==> config.mk <==
export PLATFORM = sky130hd
export DESIGN_NAME = issue_decoder_q
export DESIGN_NICKNAME = d
export VERILOG_FILES = /design/src/rtl/issue_decoder_q.sv
export SDC_FILE = /design/constraint.sdc
export NUM_CORES = 1
export LEC_CHECK = 0
export CAP_MARGIN = 0
export CORE_MARGIN = 2
export CORE_UTILIZATION = 30
export DETAILED_ROUTE_END_ITERATION = 8
export HOLD_SLACK_MARGIN = 0.15
export SYNTH_ARGS = -nofsm -noshare
export SYNTH_HDL_FRONTEND = slang
export SYNTH_SLANG_ARGS = --single-unit
==> constraint.sdc <==
create_clock -name clk -period 11.6 [get_ports clk]
set_input_delay 1.16 -clock clk [delete_from_list [all_inputs] [get_ports clk]]
set_output_delay 1.16 -clock clk [all_outputs]
set_load 0.01 [all_outputs]
==> src/rtl/issue_decoder_q.sv <==
// issue_decoder_q: decode/issue stage between the fetcher and the RS/LSB/RoB.
// Fetched instructions are buffered in a small circular queue. The head entry
// is decoded combinationally and issued at most once per cycle. RS-bound and
// LSB-bound instructions stall independently. A static next-PC prediction is
// made at issue time. A redirect discards the younger queued entries, which are
// on the wrong path.

module issue_decoder_q #(
  parameter int XLEN      = 32,
  parameter int ROB_ID_W  = 4,
  parameter int IQ_DEPTH  = 4,
  parameter int PRED_MODE = 0
) (
  input  logic                      clk,
  input  logic                      rst,
  input  logic                      rdy,
  input  logic                      flush,
  input  logic                      instr_valid,
  input  logic [31:0]               instr_in,
  input  logic [XLEN-1:0]           instr_addr_in,
  output logic                      iq_full,
  output logic [$clog2(IQ_DEPTH):0] iq_count,
  input  logic                      rob_full,
  input  logic                      rs_full,
  input  logic                      lsb_full,
  output logic [4:0]                reg_id1,
  output logic [4:0]                reg_id2,
  input  logic [XLEN-1:0]           reg_value1_in,
  input  logic [XLEN-1:0]           reg_value2_in,
  input  logic                      has_dep1_in,
  input  logic                      has_dep2_in,
  input  logic [ROB_ID_W-1:0]       v_rob_id1_in,
  input  logic [ROB_ID_W-1:0]       v_rob_id2_in,
  input  logic [ROB_ID_W-1:0]       rd_rob_id_in,
  output logic                      instr_issued,
  output logic [31:0]               instr_out,
  output logic [XLEN-1:0]           instr_addr_out,
  output logic [2:0]                op_out,
  output logic [6:0]                instr_type_out,
  output logic [XLEN-1:0]           reg_value1_out,
  output logic [XLEN-1:0]           reg_value2_out,
  output logic                      has_dep1_out,
  output logic                      has_dep2_out,
  output logic [ROB_ID_W-1:0]       v_rob_id1_out,
  output logic [ROB_ID_W-1:0]       v_rob_id2_out,
  output logic [ROB_ID_W-1:0]       rd_rob_id_out,
  output logic [XLEN-1:0]           imm,
  output logic [4:0]                rd,
  output logic                      predict_valid,
  output logic [XLEN-1:0]           predict_pc
);

  localparam int PTR_W = $clog2(IQ_DEPTH);
  localparam int CNT_W = PTR_W + 1;

  // Base-ISA major opcodes
  localparam logic [6:0] OP_LUI    = 7'b0110111;
  localparam logic [6:0] OP_AUIPC  = 7'b0010111;
  localparam logic [6:0] OP_JAL    = 7'b1101111;
  localparam logic [6:0] OP_JALR   = 7'b1100111;
  localparam logic [6:0] OP_BRANCH = 7'b1100011;
  localparam logic [6:0] OP_LOAD   = 7'b0000011;
  localparam logic [6:0] OP_STORE  = 7'b0100011;
  localparam logic [6:0] OP_IMM    = 7'b0010011;

  // Immediate extraction for every base format. R-type and unknown opcodes give 0.
  function automatic logic [XLEN-1:0] imm_gen(input logic [31:0] ins);
    logic [31:0] raw;
    raw = 32'd0;
    case (ins[6:0])
      OP_LUI, OP_AUIPC:          raw = {ins[31:12], 12'd0};
      OP_JAL:                    raw = {{12{ins[31]}}, ins[19:12], ins[20], ins[30:21], 1'b0};
      OP_JALR, OP_LOAD, OP_IMM:  raw = {{21{ins[31]}}, ins[30:20]};
      OP_STORE:                  raw = {{21{ins[31]}}, ins[30:25], ins[11:7]};
      OP_BRANCH:                 raw = {{20{ins[31]}}, ins[7], ins[30:25], ins[11:8], 1'b0};
      default:                   raw = 32'd0;
    endcase
    return XLEN'($signed(raw));
  endfunction

  // True when the opcode reads a second source register
  function automatic logic uses_rs2(input logic [6:0] opc);
    logic r;
    case (opc)
      OP_LUI, OP_AUIPC, OP_JAL, OP_JALR, OP_LOAD, OP_IMM: r = 1'b0;
      default:                                            r = 1'b1;
    endcase
    return r;
  endfunction

  // True when the opcode writes a destination register
  function automatic logic writes_rd(input logic [6:0] opc);
    logic r;
    case (opc)
      OP_BRANCH, OP_STORE: r = 1'b0;
      default:             r = 1'b1;
    endcase
    return r;
  endfunction

  // Queue storage and pointers
  logic [31:0]      iq_instr_r [IQ_DEPTH];
  logic [XLEN-1:0]  iq_addr_r  [IQ_DEPTH];
  logic [PTR_W-1:0] head_r;
  logic [PTR_W-1:0] tail_r;
  logic [CNT_W-1:0] count_r;

  // Head decode
  logic [31:0]      head_instr_s;
  logic [XLEN-1:0]  head_addr_s;
  logic [6:0]       opcode_s;
  logic [XLEN-1:0]  imm_s;
  logic             has_rs2_s;
  logic             has_rd_s;
  logic             head_valid_s;
  logic             is_mem_s;
  logic             unit_ok_s;
  logic             jalr_block_s;
  logic             issue_s;
  logic             push_s;
  logic             pred_taken_s;
  logic [XLEN-1:0]  pc_plus4_s;
  logic [XLEN-1:0]  jalr_sum_s;
  logic [XLEN-1:0]  target_s;
  logic             redirect_s;

  assign head_instr_s = iq_instr_r[head_r];
  assign head_addr_s  = iq_addr_r[head_r];
  assign opcode_s     = head_instr_s[6:0];
  assign imm_s        = imm_gen(head_instr_s);
  assign has_rs2_s    = uses_rs2(opcode_s);
  assign has_rd_s     = writes_rd(opcode_s);
  assign head_valid_s = (count_r != {CNT_W{1'b0}});
  assign pc_plus4_s   = head_addr_s + XLEN'(4);
  assign jalr_sum_s   = reg_value1_in + imm_s;

  assign reg_id1  = head_instr_s[19:15];
  assign reg_id2  = head_instr_s[24:20];
  assign iq_full  = (count_r == CNT_W'(IQ_DEPTH));
  assign iq_count = count_r;

  // Pushing is blocked whenever the queue is full, even if the head pops this cycle
  assign push_s = instr_valid & ~iq_full;

  // Issue qualification: RoB space, target-unit space, and a known JALR base
  always_comb begin
    is_mem_s     = 1'b0;
    unit_ok_s    = 1'b0;
    jalr_block_s = 1'b0;
    issue_s      = 1'b0;
    if ((opcode_s == OP_LOAD) || (opcode_s == OP_STORE)) begin
      is_mem_s = 1'b1;
    end else begin
      is_mem_s = 1'b0;
    end
    if (is_mem_s) begin
      unit_ok_s = ~lsb_full;
    end else begin
      unit_ok_s = ~rs_full;
    end
    if (opcode_s == OP_JALR) begin
      jalr_block_s = has_dep1_in;
    end else begin
      jalr_block_s = 1'b0;
    end
    issue_s = head_valid_s & ~rob_full & unit_ok_s & ~jalr_block_s;
  end

  // Static branch direction: always taken, or backward-taken/forward-not-taken
  always_comb begin
    pred_taken_s = 1'b1;
    if (PRED_MODE == 0) begin
      pred_taken_s = 1'b1;
    end else begin
      pred_taken_s = imm_s[XLEN-1];
    end
  end

  // Next-PC target of the head instruction and redirect decision
  always_comb begin
    target_s = pc_plus4_s;
    case (opcode_s)
      OP_JAL:    target_s = head_addr_s + imm_s;
      OP_JALR:   target_s = {jalr_sum_s[XLEN-1:1], 1'b0};
      OP_BRANCH: begin
        if (pred_taken_s) begin
          target_s = head_addr_s + imm_s;
        end else begin
          target_s = pc_plus4_s;
        end
      end
      default:   target_s = pc_plus4_s;
    endcase
    redirect_s = (target_s != pc_plus4_s);
  end

  // Queue state: push at tail, pop at head, wrong-path squash on redirect
  always_ff @(posedge clk) begin
    if (!rst) begin
      head_r  <= {PTR_W{1'b0}};
      tail_r  <= {PTR_W{1'b0}};
      count_r <= {CNT_W{1'b0}};
      for (int i = 0; i < IQ_DEPTH; i++) begin
        iq_instr_r[i] <= 32'd0;
        iq_addr_r[i]  <= {XLEN{1'b0}};
      end
    end else if (!rdy) begin
      head_r  <= head_r;
      tail_r  <= tail_r;
      count_r <= count_r;
    end else if (flush || (issue_s && redirect_s)) begin
      head_r  <= {PTR_W{1'b0}};
      tail_r  <= {PTR_W{1'b0}};
      count_r <= {CNT_W{1'b0}};
    end else begin
      if (push_s) begin
        iq_instr_r[tail_r] <= instr_in;
        iq_addr_r[tail_r]  <= instr_addr_in;
        tail_r             <= tail_r + PTR_W'(1);
      end
      if (issue_s) begin
        head_r <= head_r + PTR_W'(1);
      end
      count_r <= count_r + CNT_W'(push_s) - CNT_W'(issue_s);
    end
  end

  // Issue outputs: pulses clear every cycle, data registers load only on issue
  always_ff @(posedge clk) begin
    if (!rst) begin
      instr_issued   <= 1'b0;
      instr_out      <= 32'd0;
      instr_addr_out <= {XLEN{1'b0}};
      op_out         <= 3'd0;
      instr_type_out <= 7'd0;
      reg_value1_out <= {XLEN{1'b0}};
      reg_value2_out <= {XLEN{1'b0}};
      has_dep1_out   <= 1'b0;
      has_dep2_out   <= 1'b0;
      v_rob_id1_out  <= {ROB_ID_W{1'b0}};
      v_rob_id2_out  <= {ROB_ID_W{1'b0}};
      rd_rob_id_out  <= {ROB_ID_W{1'b0}};
      imm            <= {XLEN{1'b0}};
      rd             <= 5'd0;
      predict_valid  <= 1'b0;
      predict_pc     <= {XLEN{1'b0}};
    end else if (!rdy) begin
      instr_issued  <= instr_issued;
      predict_valid <= predict_valid;
    end else if (flush) begin
      instr_issued  <= 1'b0;
      predict_valid <= 1'b0;
    end else begin
      instr_issued  <= issue_s;
      predict_valid <= issue_s & redirect_s;
      if (issue_s) begin
        instr_out      <= head_instr_s;
        instr_addr_out <= head_addr_s;
        op_out         <= head_instr_s[14:12];
        instr_type_out <= opcode_s;
        reg_value1_out <= reg_value1_in;
        has_dep1_out   <= has_dep1_in;
        v_rob_id1_out  <= v_rob_id1_in;
        rd_rob_id_out  <= rd_rob_id_in;
        imm            <= imm_s;
        if (has_rs2_s) begin
          reg_value2_out <= reg_value2_in;
          has_dep2_out   <= has_dep2_in;
          v_rob_id2_out  <= v_rob_id2_in;
        end else begin
          reg_value2_out <= imm_s;
          has_dep2_out   <= 1'b0;
          v_rob_id2_out  <= {ROB_ID_W{1'b0}};
        end
        if (has_rd_s) begin
          rd <= head_instr_s[11:7];
        end else begin
          rd <= 5'd0;
        end
        if (redirect_s) begin
          predict_pc <= target_s;
        end
      end
    end
  end

endmodule

==> key figures <==
Status
  – Status: completed

Detailed routing
  – Drt total wl: 106000 um
  – Via density: 5.61
  – ANT nets after route: 0
  – 1st-pass router iterations: 7
  – Wire per inst: 25.5 um
  – DR vias: 23400
  – Initial DRC count: 2744
  – DRC viols: 0

GRT
  – Grt ovf: 0
  – First-pass GRT wire length: 154000 um
  – Vias in the first global route: 22300
  – Tot GR Track Use: 23.0%
  – Pin count of the biggest net entering global routing: roughly 130
  – Initial antenna violation count: 1

Critical path
  – Crit path max fanout: 64
  – Crit Path Class: flip-flop to flip-flop
  – Flop-to-flop setup slack: ~1800 ps
  – Critical Path End Type: flip-flop
  – Worst-case reg-to-reg path depth: 21
  – Data required, critical path: 11850 ps
  – FF-to-FF End: iq_instr_r[3][4]
  – Arr. time, crit path: 10020 ps
  – CP startpoint kind: flip-flop

Clock network
  – Cts bufs inserted: between 50 and 60
  – Post-cts sizing count: 0
  – Clock-pin slew on the worst setup and hold paths: 60 ps
  – Post-CTS Setup Inserts: 0
  – Skew-Pair Late Insertion Delay: 640 ps
  – Sink Count: 478
  – CTS tree: done
  – H-tree Lvls: 2
  – Hold Buf Count CTS: 0
  – CTS max path bufs: 3
  – Clock root cell: clkbuf_16

Placement
  – Port-buffer cells: 386
  – Gpl congestion: 0.978
  – Area after DPL: 30600 sq um
  – Placed Cells: 4060
  – Post-DP HPWL: 78600 um
  – DP Worst Slack: 2040 ps

STA
  – Period utilisation layout: ~84%
  – Max frequency: 102 MHz
  – Worst setup margin: 1830 ps
  – Worst hold margin: 448 ps
  – Worst slew margin: 23.2%
  – RSZ-0062 raised after global routing: false
  – Count of final setup violators: 0
  – Actual slew at the worst max-slew pin: 1140 ps
  – Clock Skew: 31.8 ps
  – Post-route minimum period: 9770 ps
  – Fin. max-slew vios: 0
  – Final Hold Fails: 0

Synthesis
  – Cell variety after synth: 87
  – Cell count after synthesis: 2729
  – Area share of the leading cell type in the synthesized netlist: 29.5%
  – Synthesized flop and latch total: 478
  – Average size of a mapped cell: 9.55 sq um
  – Post-synth EDFFs: between 200 and 300
  – Sequential area share after synthesis: a little under half
  – Cell taking the most area after synthesis: edfxtp_1
  – Asr flop ratio synth: 0%
  – Mapped cell area: 26100 sq um
  – Synth area leaders: edfxtp_1 30%, dfxtp_1 17%, nand2_1 6.6%, mux4_2 5.5%, a21oi_1 5.0%
  – Synth Warn #: 0
  – Most used flip-flop cell after synthesis: edfxtp_1
  – Net Count, Synth: around 2900

Floorplan
  – Die height: between 200 and 300 um
  – Die outline width: 299 um
  – Core region area: 86300 sq um
  – # IOs: 387
  – Initial Util: 30.2%
  – Die area: slightly below 90000 sq um
  – Cell Rows: 108

Min path
  – Hold Path Class: flip-flop to flip-flop
  – Hold Crit Start: rd[2]
  – WHS Path Cells: 2
  – End of the worst hold path: rd[2]

Cells and area
  – N_diodes: 0
  – Syn-to-layout area delta: 24.5%
  – Filler Cell Count: slightly below 9000
  – Post-Layout Cell Count: 4161
  – Final Util: between 30% and 40%
  – Final instance area: 32400 sq um
  – Post-layout nets: 3178
  – Share of cells above drive strength 1: 8.42%

Power
  – Int Pwr: just under 3 mW
  – LEAKAGE: 10.9 nW
  – Worst VDD drop: 0.000118 V
  – Clock Power Share: 43.9%
  – Psw: roughly 1.0 mW
  – Pwr/cell area: about 120 nW/um^2
  – Sw frac: 25.9%
  – Comb pwr share: 10.4%
  – Register share of total power: 45.6%

Flow run
  – Max Cap Viol: 0
sequential cells by signal, indices dropped and copies added, names as in the netlist, named ones only:
register and flops:
iq_addr_r 128, iq_instr_r 128, imm 32, instr_addr_out 32, instr_out 32, predict_pc 32, reg_value1_out 32, reg_value2_out 32
rd 5, rd_rob_id_out 4, v_rob_id1_out 4, v_rob_id2_out 4, iq_count 3, head_r 2, tail_r 2, has_dep1_out 1
has_dep2_out 1, instr_issued 1, predict_valid 1
worst max-delay path: stages, from the launching register on:
cell and delay (ps):
dfxtp_4 730, mux4_2 690, and3b_1 420, a32oi_1 530, nand2_1 250, and2_1 310
a21oi_1 480, inv_1 270, ha_1 460, a21oi_1 210, o21ai_0 140, a21o_1 180
a2111oi_0 880, a31oi_1 250, or3_1 400, nand3_1 160, a211oi_1 100, nor4b_1 990
and3_1 500, o21ai_4 250, o31ai_4 290, buf_4 810
power by group through the flow:
stage               clock network [mW]  registers [mW]  logic, mW
detailed placement                   0            1.87      0.412
finish                            1.77            1.84      0.420
global placement                     0            1.87      0.414
floorplan                            0            1.88      0.230
global route                      1.87            1.84      0.445
CTS                               1.80            1.84      0.413
worst max-delay path by stage:
stage	to	slack (ps)	cells past startpoint	start
2_1_floorplan	iq_addr_r[0][0]	-490	27	flip-flop
3_3_place_gp	iq_instr_r[3][12]	2080	21	flip-flop
3_5_place_dp	iq_instr_r[3][16]	2040	21	flip-flop
4_1_cts	iq_addr_r[3][27]	2040	21	flip-flop
5_1_grt	iq_instr_r[0][30]	1330	22	flip-flop
6_report	iq_instr_r[3][4]	1830	21	flip-flop
cells in the mapped netlist, types with 8 or more instances:
master	number
a211oi_1	57
xor2_1	38
buf_2	19
nand2b_1	12
o21ai_0	64
a31oi_1	16
nor4_1	177
a21o_1	29
o211a_1	10
inv_1	54
nor3_1	107
mux4_2	64
ha_1	64
o21a_1	14
buf_4	24
nand3_1	53
xnor2_1	29
clkbuf_1	178
a2111oi_0	8
or3_1	17
mux2i_1	27
and2_1	19
nor2b_1	17
and3_1	14
a221oi_1	8
buf_6	17
nor4_2	20
nand4_1	33
o21bai_1	12
nor2_1	156
o211ai_1	36
nand2_1	456
dfxtp_1	222
a22oi_1	10
edfxtp_1	256
a21oi_1	260
stage by stage:
stage / TNS, ps / total power [mW]
floorplan: -126520 / 2.11
global placement: 0 / 2.29
detailed placement: 0 / 2.29
CTS: 0 / 4.05
global route: 0 / 4.15
finish: 0 / 4.03
cell usage in the layout (no fill, tap or decap), drive strengths merged, types with 53 or more instances in the layout:
| cell | instances |
|---|---|
| mux4 | 64 |
| clkdlybuf4s50 | 385 |
| nor2 | 156 |
| nor3 | 110 |
| edfxtp | 256 |
| dfxtp | 222 |
| a211oi | 59 |
| o21ai | 67 |
| ha | 64 |
| clkbuf | 70 |
| nor4 | 197 |
| a21oi | 260 |
| nand3 | 53 |
| nand2 | 457 |
| inv | 58 |
kinds of logic (layout without fill, tap and decap cells):
family	Yosys count	in the layout	synth area share [%]
and+or+nand+nor	1121	1121	21.1
AOI/OAI and AO/OA	604	604	14.8
DFF	478	478	46.6
buffers and inverters	299	576	5.23
muxes	93	93	6.66
adders and majority gates	67	67	3.30
xor gates and xnor gates	67	67	2.25
area by class of cell:
class                   instances  area [sq um]  share of cell area, %
flip-flops and latches        478         12100                   37.4
well taps                    1155          1450                   4.45
repair buffers                421          4120                   12.7
clock buffers                  70          1490                   4.58
inverters                      54           208                  0.640
clock inverters                31           347                   1.07
multi-input cells            1952         12700                   39.1
routing by layer:
metal,vias to the layer above,share of wire [%],track usage [%]
met3,206,7.9,4.03
met5,-,0,0
met1,11400,41,30.4
met4,0,4.8,10.3
li1,10600,-,-
met2,1082,47,36.9
Power figures use the tool's default switching activity.
